`src/rtl/hazard_pkg.sv`:
```
// Shared encodings for the pipeline hazard controller: forward selects, debug FSM states
// and default sizing.
package hazard_pkg;

  localparam int REG_ADDR_W_DEF   = 5;
  localparam int DRAIN_CYCLES_DEF = 3;
  localparam int CNT_W_DEF        = 32;

  localparam logic [1:0] FWD_RF  = 2'b00;
  localparam logic [1:0] FWD_MEM = 2'b10;
  localparam logic [1:0] FWD_WB  = 2'b01;

  typedef enum logic [1:0] {
    RUN    = 2'd0,
    DRAIN  = 2'd1,
    HALTED = 2'd2,
    STEP   = 2'd3
  } hz_state_e;

endpackage

```
`src/rtl/hazard_forward_logic.sv`:
```
// Pure combinational forwarding selects and load-use / branch stall detection
// for the 5-stage pipeline.
module hazard_forward_logic
  import hazard_pkg::*;
#(
  parameter int REG_ADDR_W = REG_ADDR_W_DEF
) (
  input  logic [REG_ADDR_W-1:0] rsD,
  input  logic [REG_ADDR_W-1:0] rtD,
  input  logic [REG_ADDR_W-1:0] rsE,
  input  logic [REG_ADDR_W-1:0] rtE,
  input  logic [REG_ADDR_W-1:0] writeRegE,
  input  logic [REG_ADDR_W-1:0] writeRegM,
  input  logic [REG_ADDR_W-1:0] writeRegW,
  input  logic                  regWriteE,
  input  logic                  regWriteM,
  input  logic                  regWriteW,
  input  logic                  memToRegE,
  input  logic                  memToRegM,
  input  logic                  branchD,
  output logic [1:0]            fwd_ae_o,
  output logic [1:0]            fwd_be_o,
  output logic                  fwd_ad_o,
  output logic                  fwd_bd_o,
  output logic                  hz_o
);

  // Register $0 is hardwired to zero, so it never takes a forwarded value.
  function automatic logic [1:0] fwd_sel(
    input logic [REG_ADDR_W-1:0] src,
    input logic [REG_ADDR_W-1:0] wr_m,
    input logic                  we_m,
    input logic [REG_ADDR_W-1:0] wr_w,
    input logic                  we_w
  );
    logic [1:0] sel;
    if ((src != '0) && (src == wr_m) && we_m) begin
      sel = FWD_MEM;
    end else if ((src != '0) && (src == wr_w) && we_w) begin
      sel = FWD_WB;
    end else begin
      sel = FWD_RF;
    end
    return sel;
  endfunction

  logic lwstall_s;
  logic brstall_s;

  assign fwd_ae_o = fwd_sel(rsE, writeRegM, regWriteM, writeRegW, regWriteW);
  assign fwd_be_o = fwd_sel(rtE, writeRegM, regWriteM, writeRegW, regWriteW);
  assign fwd_ad_o = (rsD != '0) && (rsD == writeRegM) && regWriteM;
  assign fwd_bd_o = (rtD != '0) && (rtD == writeRegM) && regWriteM;

  assign lwstall_s = memToRegE && ((rtE == rsD) || (rtE == rtD));
  assign brstall_s = branchD &&
                     ((regWriteE && ((writeRegE == rsD) || (writeRegE == rtD))) ||
                      (memToRegM && ((writeRegM == rsD) || (writeRegM == rtD))));
  assign hz_o      = lwstall_s || brstall_s;

endmodule

```
`src/rtl/pipeline_hazard_ctrl.sv`:
```
// Hazard/forwarding controller with debug halt/single-step sequencer.
// Optional saturating perf counters are built when HAZARD_PERF_CNT_EN is defined.
module pipeline_hazard_ctrl
  import hazard_pkg::*;
#(
  parameter int REG_ADDR_W   = REG_ADDR_W_DEF,
  parameter int DRAIN_CYCLES = DRAIN_CYCLES_DEF,
  parameter int CNT_W        = CNT_W_DEF
) (
  input  logic                  clk,
  input  logic                  rst,
  input  logic [REG_ADDR_W-1:0] rsD,
  input  logic [REG_ADDR_W-1:0] rtD,
  input  logic [REG_ADDR_W-1:0] rsE,
  input  logic [REG_ADDR_W-1:0] rtE,
  input  logic [REG_ADDR_W-1:0] writeRegE,
  input  logic [REG_ADDR_W-1:0] writeRegM,
  input  logic [REG_ADDR_W-1:0] writeRegW,
  input  logic                  regWriteE,
  input  logic                  regWriteM,
  input  logic                  regWriteW,
  input  logic                  memToRegE,
  input  logic                  memToRegM,
  input  logic                  branchD,
  input  logic                  pcSrcD,
  input  logic                  jumpD,
  input  logic                  dbg_halt_req,
  input  logic                  dbg_step,
  output logic                  stallF,
  output logic                  stallD,
  output logic                  flushE,
  output logic                  clearD,
  output logic                  forwardAD,
  output logic                  forwardBD,
  output logic [1:0]            forwardAE,
  output logic [1:0]            forwardBE,
  output logic                  dbg_halted,
  output logic [CNT_W-1:0]      stall_cnt,
  output logic [CNT_W-1:0]      flush_cnt
);

  localparam int DCW = (DRAIN_CYCLES > 1) ? $clog2(DRAIN_CYCLES) : 1;
  localparam logic [DCW-1:0] DRAIN_LAST = DCW'(DRAIN_CYCLES - 1);

  hz_state_e      state_q, state_d;
  logic [DCW-1:0] drain_cnt_q, drain_cnt_d;
  logic           halted_q, halted_d;

  logic [1:0] fwd_ae_s, fwd_be_s;
  logic       fwd_ad_s, fwd_bd_s, hz_s;

  hazard_forward_logic #(.REG_ADDR_W(REG_ADDR_W)) u_fwd (
    .rsD       (rsD),
    .rtD       (rtD),
    .rsE       (rsE),
    .rtE       (rtE),
    .writeRegE (writeRegE),
    .writeRegM (writeRegM),
    .writeRegW (writeRegW),
    .regWriteE (regWriteE),
    .regWriteM (regWriteM),
    .regWriteW (regWriteW),
    .memToRegE (memToRegE),
    .memToRegM (memToRegM),
    .branchD   (branchD),
    .fwd_ae_o  (fwd_ae_s),
    .fwd_be_o  (fwd_be_s),
    .fwd_ad_o  (fwd_ad_s),
    .fwd_bd_o  (fwd_bd_s),
    .hz_o      (hz_s)
  );

  always_ff @(posedge clk or negedge rst) begin
    if (!rst) begin
      state_q     <= RUN;
      drain_cnt_q <= '0;
      halted_q    <= 1'b0;
    end else begin
      state_q     <= state_d;
      drain_cnt_q <= drain_cnt_d;
      halted_q    <= halted_d;
    end
  end

  always_comb begin
    state_d     = state_q;
    drain_cnt_d = drain_cnt_q;
    stallF      = hz_s;
    stallD      = hz_s;
    flushE      = hz_s;
    clearD      = (pcSrcD || jumpD) && !hz_s;
    forwardAE   = fwd_ae_s;
    forwardBE   = fwd_be_s;
    forwardAD   = fwd_ad_s;
    forwardBD   = fwd_bd_s;
    case (state_q)
      RUN: begin
        if (dbg_halt_req) begin
          state_d     = DRAIN;
          drain_cnt_d = '0;
        end else begin
          state_d = RUN;
        end
      end
      DRAIN: begin
        stallF = 1'b1;
        stallD = 1'b1;
        flushE = 1'b1;
        clearD = 1'b0;
        if (drain_cnt_q == DRAIN_LAST) begin
          state_d     = HALTED;
          drain_cnt_d = '0;
        end else begin
          drain_cnt_d = drain_cnt_q + DCW'(1);
        end
      end
      HALTED: begin
        stallF    = 1'b1;
        stallD    = 1'b1;
        flushE    = 1'b1;
        clearD    = 1'b0;
        forwardAE = FWD_RF;
        forwardBE = FWD_RF;
        forwardAD = 1'b0;
        forwardBD = 1'b0;
        if (dbg_step) begin
          state_d = STEP;
        end else if (!dbg_halt_req) begin
          state_d = RUN;
        end else begin
          state_d = HALTED;
        end
      end
      STEP: begin
        // The stepped instruction may itself stall; drain only once it has advanced.
        if (!hz_s) begin
          state_d     = DRAIN;
          drain_cnt_d = '0;
        end else begin
          state_d = STEP;
        end
      end
      default: begin
        state_d     = RUN;
        drain_cnt_d = '0;
      end
    endcase
    halted_d = (state_d == HALTED);
  end

  assign dbg_halted = halted_q;

`ifdef HAZARD_PERF_CNT_EN
  logic [CNT_W-1:0] stall_cnt_q, flush_cnt_q;
  logic             run_step_s;

  assign run_step_s = (state_q == RUN) || (state_q == STEP);

  always_ff @(posedge clk or negedge rst) begin
    if (!rst) begin
      stall_cnt_q <= '0;
      flush_cnt_q <= '0;
    end else begin
      if (stallF && run_step_s && (stall_cnt_q != '1)) begin
        stall_cnt_q <= stall_cnt_q + CNT_W'(1);
      end
      if (clearD && (flush_cnt_q != '1)) begin
        flush_cnt_q <= flush_cnt_q + CNT_W'(1);
      end
    end
  end

  assign stall_cnt = stall_cnt_q;
  assign flush_cnt = flush_cnt_q;
`else
  assign stall_cnt = '0;
  assign flush_cnt = '0;
`endif

endmodule

```
`config.mk`:
```
export PLATFORM = sky130hd
export DESIGN_NAME = pipeline_hazard_ctrl
export DESIGN_NICKNAME = d
export VERILOG_FILES = /design/src/rtl/hazard_pkg.sv /design/src/rtl/hazard_forward_logic.sv /design/src/rtl/pipeline_hazard_ctrl.sv
export SDC_FILE = /design/constraint.sdc
export NUM_CORES = 1
export LEC_CHECK = 0
export BUFFER_PORTS_ARGS = -buffer_cell sky130_fd_sc_hd__buf_2
export CORE_ASPECT_RATIO = 1.5
export CORE_MARGIN = 2
export CORE_UTILIZATION = 40
export CTS_BUF_LIST = sky130_fd_sc_hd__clkbuf_16
export DETAILED_ROUTE_END_ITERATION = 8
export PLACE_DENSITY = 0.81
export SETUP_SLACK_MARGIN = 0.1
export SYNTH_ARGS = -nofsm -noshare
export SYNTH_HDL_FRONTEND = slang
export SYNTH_SLANG_ARGS = --single-unit
```
`constraint.sdc`:
```
create_clock -name clk -period 2.1 [get_ports clk]
set_clock_uncertainty 0.05 [all_clocks]
set_input_delay 0 -clock clk [delete_from_list [all_inputs] [get_ports clk]]
set_output_delay 0 -clock clk [all_outputs]
set_load 0.02 [all_outputs]
```
Word level (Yosys, flattened, before mapping)

Index checks and enable logic that the tools add are counted.

Register bits: 5
Bits in latches: 0
Memory bits (writable): 0
Memory bits (read-only): 0
Input bits: 47
Output and inout bits: 75
Memories: 0

Add/subtract/negate cells: 1
Multiply operators: 0
Divide/modulo/power cells: 0
Order comparisons: 0
Equality and inequality tests: 19
Shift-type cells: 0
Muxes and demuxes: 20
Bitwise logic cells: 0
Reduce and logical (&&, ||, !) cells: 32

Operators by type and width:

| kind                                                                  | number |
|---|---|
| 5-bit equality test                                                   | 12 |
| 2-bit 2-to-1 mux                                                      | 11 |
| 5-bit nonzero test                                                    | 4 |
| 1-bit logical AND                                                     | 17 |
| 2-bit equality test, second input constant                            | 4 |
| 2-bit one-hot mux with 4 select lines                                 | 1 |
| 1-bit 2-to-1 mux                                                      | 7 |
| 1-bit logical OR                                                      | 6 |
| 2-bit one-hot mux with 3 select lines                                 | 1 |
| 2-bit != test, second input constant                                  | 2 |
| 3-bit AND reduction                                                   | 1 |
| 3-bit nonzero test                                                    | 1 |
| 2-bit by 1-bit adder with 2-bit output, second input constant         | 1 |
| 2-bit by 1-bit equality test with 1-bit output, second input constant | 1 |
| 2-bit logical NOT                                                     | 1 |
| 2-bit OR reduction                                                    | 1 |
| 1-bit logical NOT                                                     | 1 |

Logic depth before layout (Yosys ltp)

Gate-level depths: netlist of the first run.

Depth in word-level cells: 9
Mapped depth: 8
Depth with buffers taken out: 6

Modules after synthesis

A second synthesis of the first run with hierarchy kept.

Cells, all modules: 195
Area, all modules: 1546.5 um^2

By module, submodules not included:

| module               | times used | cells each | area an instance (um^2) | sequential area each (um^2) |
|---|---|---|---|---|
| pipeline_hazard_ctrl | 1          | 104        | 853.3                   | 125.1 |
| hazard_forward_logic | 1          | 91         | 693.2                   | 0.0 |

Worst setup path after synthesis of the first run

Ideal clock, no wire load.

Path kind: reg-to-output
Start: register state_q[0]
End: output forwardAE[0]
Data arrival time: 1.580 ns
Required time: 2.050 ns
Setup slack: 0.470 ns
Cell stages (with the launch flop): 6
Buffers on the path: 0
Cell sequence: dfrtp_1 > inv_1 > ha_1 > nor2b_1 > nand2_1 > nor4_1

Longest elaborated chain between the ends: 2

RTL lines:

| item                   | RTL line                   | text |
|---|---|---|
| from (decl)            | pipeline_hazard_ctrl.sv:45 | `hz_state_e state_q, state_d;` |
| from (signal assigned) | pipeline_hazard_ctrl.sv:79 | `state_q <= state_d;` |
| 2-bit equality test    | pipeline_hazard_ctrl.sv:96 | `case (state_q)` |
| 2-bit 2-to-1 mux       | pipeline_hazard_ctrl.sv:96 |  |
| to (decl)              | pipeline_hazard_ctrl.sv:35 | `output logic [1:0] forwardAE,` |

No other way between the ends.

Worst setup path after layout of the first run

Start: register state_q[0]
End: output forwardBE[0]

Longest elaborated chain between the ends: 2

RTL lines:

| item                | RTL line                   | text |
|---|---|---|
| 2-bit equality test | pipeline_hazard_ctrl.sv:96 |  |
| 2-bit 2-to-1 mux    | pipeline_hazard_ctrl.sv:96 |  |
| to (decl)           | pipeline_hazard_ctrl.sv:36 | `output logic [1:0] forwardBE,` |

No other way between the ends.

==> impl_results.md, run 1 <==
* Status: finished, final reports clean
* Final Cycle Share at 82.1%
* Post-DP Area at 1600 um2
* GRT overflow at 0
* Antenna violations before repair at 0
* Htree depth at 1
* Cell area after layout at 1690 um2
* Worst-Skew Late Latency at 0.23 ns
* CP top delay family: simple AND/OR/NAND/NOR gates
* Layout cells sized above 1 at 24.7%
* Top_reg_cell synth: dfrtp_1
* CP Launch Type: flop
* # fillers at 381
* Clock transition at the registers of the reported paths at 0.03 ns
* CP Cell Sequence: inv_1 -> ha_1 -> nor2b_1 -> nand2_1 -> nor4_1 -> buf_2
* IO buf count at 57
* Register area at 125 um2
* Total track usage at 15.4%
* Largest net degree at the start of global routing at 8
* Root buf cell: clkbuf_16
* Power density cells at 683 nW/um2
* DR WL/cell at 11.0 um
* RSZ-0062 raised after global routing: false
* Initial Util at 41.8%
* Core area at 3680 um2
* Synth Area per Inst at 7.66 um2
* DRT Pass-1 Iters at 4
* Slowest stage cell, crit path: dfrtp_1
* Final #Nets at 307
* CTS tree: yes
* Synth area leader: buf_4
* WP buf/inv at 2
* # rows at 27
* Post-layout util at 45.8%
* CP Capture Type: primary output
* Die Span X at 54.7 um
* Num ports at 122
* Final setup TNS at 0 ns
* Die Ht at 80 um
* Total Power at 1.15 mW
* Fmax at 580 MHz
* WL final at 3280 um
* Post-DP HPWL at 2930 um
* Final Max Tran Viols at 0
* Multi-input gate area at 1120 um2
* Synth Instances at 201
* Antenna cells at 0
* First-pass GRT wire length at 5090 um
* DRT antenna net count at 0
* Drc violations at 0
* Yosys warns at 0
* Sink Count at 5
* Static Leak at 0.866 nW
* Worst stage delay on the critical path at 0.39 ns
* Synth cell types at 33
* Synthesized area at 1540 um2
* Worst hold path class: primary input to flop
* Vias in the first global route at 1198
* Largest cells by area after synthesis: buf_4 (32%), xnor2_1 (18%), xor2_1 (10%)
* Final Hold Slack at 0.0320 ns
* EDFF count, synth at 0
* Area Growth Syn to Fin at 9.42%
* Fraction of registers with async set/reset at 100%
* TritonCTS Buffers at 3
* Maximum VDD drop at 0.593 mV
* Worst Path Required at 2.05 ns
* Sequential share of the synthesized area at 8.12%
* DIE AREA at 4370 um2
* Fin crit period at 1.72 ns
* Clock buffer depth at 2
* Critical Path AT at 1.67 ns
* Final Hold Viols at 0
* Crit path max fanout at 7
* Area share of the largest cell type after synthesis at 32.2%
* #FFs+latches synth at 5
* Max-Cap Viols at 0
* # setup viols final at 0
* RD Place Congestion at 0.804
* Resize count post-CTS at 0
* Iter 0 DRT Violations at 13
* DR vias at 1318
* Via density at 4.42
* Critical path type: flop to primary output
-- per-stage QoR --
| stage | setup slack (ns) | instances |
|---|---|---|
| after floorplan | 0.470 | 264 |
| after global placement | 0.548 | 293 |
| after detailed placement | 0.498 | 293 |
| after CTS | 0.372 | 298 |
| after global routing | 0.282 | 298 |
| final | 0.375 | 298 |
-- flip-flops by register name (all words and copies together) (netlist names) --
name         cells
drain_cnt_q      2
dbg_halted       1
state_q          2
-- cell usage in the layout (no fill, tap or decap), drive strengths merged, types with 2 or more instances in the layout --
master  count
nand2      10
nor2b       5
clkbuf      3
xor2       18
or4         4
nor3        5
conb       64
a21oi       2
nor4        4
o21ai       3
mux2        2
nand3       3
and3        2
buf        57
ha          4
inv         4
nor2       11
nand4       6
xnor2      32
dfrtp       5
-- worst paths after layout --
check	from	to	slack [ns]	cells after the start
worst max-delay path	state_q[0]$_DFF_PN0_	forwardBE[0]	0.38	6
worst min-delay path	dbg_step	dbg_halted$_DFF_PN0_	0.03	4
worst max register to register	state_q[0]$_DFF_PN0_	drain_cnt_q[1]$_DFFE_PN0P_	0.48	6
worst min register to register	drain_cnt_q[0]$_DFFE_PN0P_	drain_cnt_q[0]$_DFFE_PN0P_	0.48	1
max in group asynchronous	rst	state_q[0]$_DFF_PN0_	1.80	2
min in group asynchronous	rst	dbg_halted$_DFF_PN0_	0.07	2
-- synthesized netlist by cell type, types with 3 or more instances --
library cell and count:
buf_4 66, xnor2_1 32, xor2_1 18, nor2_1 11
nand2_1 10, nand4_1 6, dfrtp_1 5, nor2b_1 5
buf_2 4, ha_1 4, nor4_1 4, or4_1 4
inv_1 3, nand3_1 3, nor3_1 3
-- tightest hold or removal path: stages --
cell      delay (ns)
buf_2           0.09
a211oi_1        0.08
nand2_1         0.07
nor2_1          0.03
-- power breakdown --
group	internal, mW	switching (mW)	total, mW
combinational	0.247	0.427	0.674
sequential	0.135	0.0340	0.169
clock	0.247	0.0620	0.309
-- layer usage --
| metal | vias to the layer above | track usage, % | wire length, um | part of all wire (%) |
|---|---|---|---|---|
| met1 | 603 | 14.8 | 1070 | 33 |
| met3 | 4 | 2.43 | 294 | 9.0 |
| met4 | 0 | 3.25 | 29 | 0.88 |
| li1 | 632 | - | - | - |
| met5 | - | 0 | 0 | 0 |
| met2 | 79 | 31.2 | 1890 | 57 |
-- timing repair --
item,in CTS,in global routing
hold buffers,1,0
buffers inserted,0,0
endpoints found under the hold margin,5,0
-- kinds of logic (layout without fill, tap and decap cells) --
kind of cell / count (synthesis) / in the layout / share of synthesized area (%)
DFF: 5 / 5 / 8.12
adders and majority gates: 4 / 4 / 3.25
AOI/OAI and AO/OA: 12 / 12 / 5.52
xor gates and xnor gates: 50 / 50 / 28.4
other: 1 / 64 / 0.243
and+or+nand+nor: 53 / 53 / 18.5
muxes: 2 / 2 / 1.46
buffers and inverters: 74 / 65 / 34.4
-- area by class of cell --
class / instances / share of cell area (%)
Clock buffer: 3 / 4.45
Clock inverter: 1 / 0.223
Inverter: 3 / 0.668
Multi-Input combinational cell: 185 / 66.5
Sequential cell: 5 / 7.42
Tap cell: 43 / 3.19
Timing Repair Buffer: 58 / 17.5
Note: power is estimated with default switching activity, not from simulation.
==> inputs of run 2 (changes only) <==
==> constraint.sdc (replaced) <==
create_clock -name clk -period 1.7 [get_ports clk]
set_clock_uncertainty 0.05 [all_clocks]
set_input_delay 0 -clock clk [delete_from_list [all_inputs] [get_ports clk]]
set_output_delay 0 -clock clk [all_outputs]
set_load 0.02 [all_outputs]
==> impl_results.md, run 2 (synthesis results as in run 1) <==
* Final Hold Slack at 0.0423 ns
* Post-layout util at 47.1%
* Core area at 3680 um2
* R2r worst-path depth at 6
* CP Launch Type: flop
* Post-Place Worst Slack at 0.100 ns
* TritonCTS Buffers at 3
* Num ports at 122
* Most frequent cells in the layout: conb_1 (64), buf_2 (54), xnor2_1 (32)
* DR WL/cell at 11.3 um
* Slowest stage cell, crit path: dfrtp_1
* Worst-Skew Late Latency at 0.23 ns
* GRT overflow at 0
* Critical path type: flop to flop
* WL final at 3400 um
* # fillers at 386
* Final #Nets at 309
* Htree depth at 1
* Power density cells at 845 nW/um2
* IO buf count at 57
* Final setup TNS at 0 ns
* Final Max Tran Viols at 0
* Antenna violations before repair at 0
* Via density at 4.42
* DR vias at 1327
* Final Cycle Share at 92.6%
* Multi-input gate area at 1150 um2
* Total Power at 1.46 mW
* First-pass GRT wire length at 5070 um
* DRT antenna net count at 0
* Vias in the first global route at 1183
* Maximum VDD drop at 0.811 mV
* Critical Path AT at 1.63 ns
* DIE AREA at 4370 um2
* CTS tree: yes
* Most common cell after layout, fill and taps aside: conb_1
* WHS Path Cells at 4
* Die Span X at 54.7 um
* CP Capture Type: flop
* Crit path max fanout at 4
* Final WS setup at 0.126 ns
* Worst hold path class: primary input to flop
* Sink Count at 5
* Static Leak at 0.877 nW
* # setup viols final at 0
* Antenna cells at 0
* Die Ht at 80 um
* Total track usage at 15.8%
* Fmax at 635 MHz
* RD Place Congestion at 0.827
* # rows at 27
* Iter 0 DRT Violations at 23
* Fin crit period at 1.57 ns
* Root buf cell: clkbuf_16
* Initial Util at 41.8%
* Final Hold Viols at 0
* Worst stage delay on the critical path at 0.40 ns
* Area Growth Syn to Fin at 12.5%
* Worst Path Required at 1.76 ns
* RSZ-0062 raised after global routing: true
* Largest net degree at the start of global routing at 6
* DRT Pass-1 Iters at 4
* Register area at 125 um2
* Clock buffer depth at 2
* CP Cell Sequence: inv_2 -> ha_2 -> nor2b_2 -> nor2_1 -> o211a_1 -> mux2_1
* Post-DP HPWL at 3010 um
* Drc violations at 0
* Layout cells sized above 1 at 28.4%
* Status: finished, final reports clean
* Max-Cap Viols at 0
* Clock transition at the registers of the reported paths at 0.03 ns
==> run 2: cell count changes in the layout (fill, tap and decap cells not counted), sizes merged <==
| cell | change |
|---|---|
| buf | +2 |
==> run 2: worst paths after layout <==
check                      slack [ns]                         end                       start
max in group asynchronous        1.39        state_q[1]$_DFF_PN0_                         rst
hold reg to reg                  0.49  drain_cnt_q[0]$_DFFE_PN0P_  drain_cnt_q[0]$_DFFE_PN0P_
hold / removal                   0.04        dbg_halted$_DFF_PN0_                    dbg_step
setup reg to reg                 0.13  drain_cnt_q[1]$_DFFE_PN0P_        state_q[1]$_DFF_PN0_
setup / recovery                 0.13  drain_cnt_q[1]$_DFFE_PN0P_        state_q[1]$_DFF_PN0_
min in group asynchronous        0.07        dbg_halted$_DFF_PN0_                         rst
==> run 2: through the flow <==
step | instances | area [um2]
2_1_floorplan | 264 | 1790
3_3_place_gp | 294 | 1620
3_5_place_dp | 294 | 1620
4_1_cts | 300 | 1720
5_1_grt | 300 | 1730
6_report | 300 | 1730
==> run 2: area by class of cell <==
cell class / count / area share [%]
inverter: 3 / 0.650
clock inverter: 1 / 0.217
tap: 43 / 3.10
timing repair buffer: 60 / 18.3
multi-input combinational: 185 / 66.1
clock buffer: 3 / 4.33
sequential: 5 / 7.22
==> run 2: layer usage <==
layer  up-vias  GRT usage [%]  wire length, um
met5         -              0                0
met4         0           10.3              107
met3        10           1.69              319
met2        91           29.0             1910
met1       584           15.3             1060
li1        642              -                -
==> run 2: power by group <==
group	internal [mW]	switching, mW
Clock	0.305	0.0812
Sequential	0.167	0.0334
Combinational	0.335	0.544
Total	0.806	0.659
==> run 2: worst max-delay path: cells and delay by family, from the launching register on <==
kind | cells | cell delay [ns]
AOI/OAI and AO/OA | 1 | 0.17
DFF | 1 | 0.40
and+or+nand+nor | 2 | 0.25
muxes | 1 | 0.32
buffers and inverters | 1 | 0.07
adders and majority gates | 1 | 0.20
==> run 2: timing repair <==
item                                   4_1_cts  5_1_grt
setup endpoints to repair                    6        6
buffers inserted                             1        0
hold buffers                                 1        0
endpoints found under the hold margin        5        0
pin swaps                                    0        2
gates resized for setup                      4        5
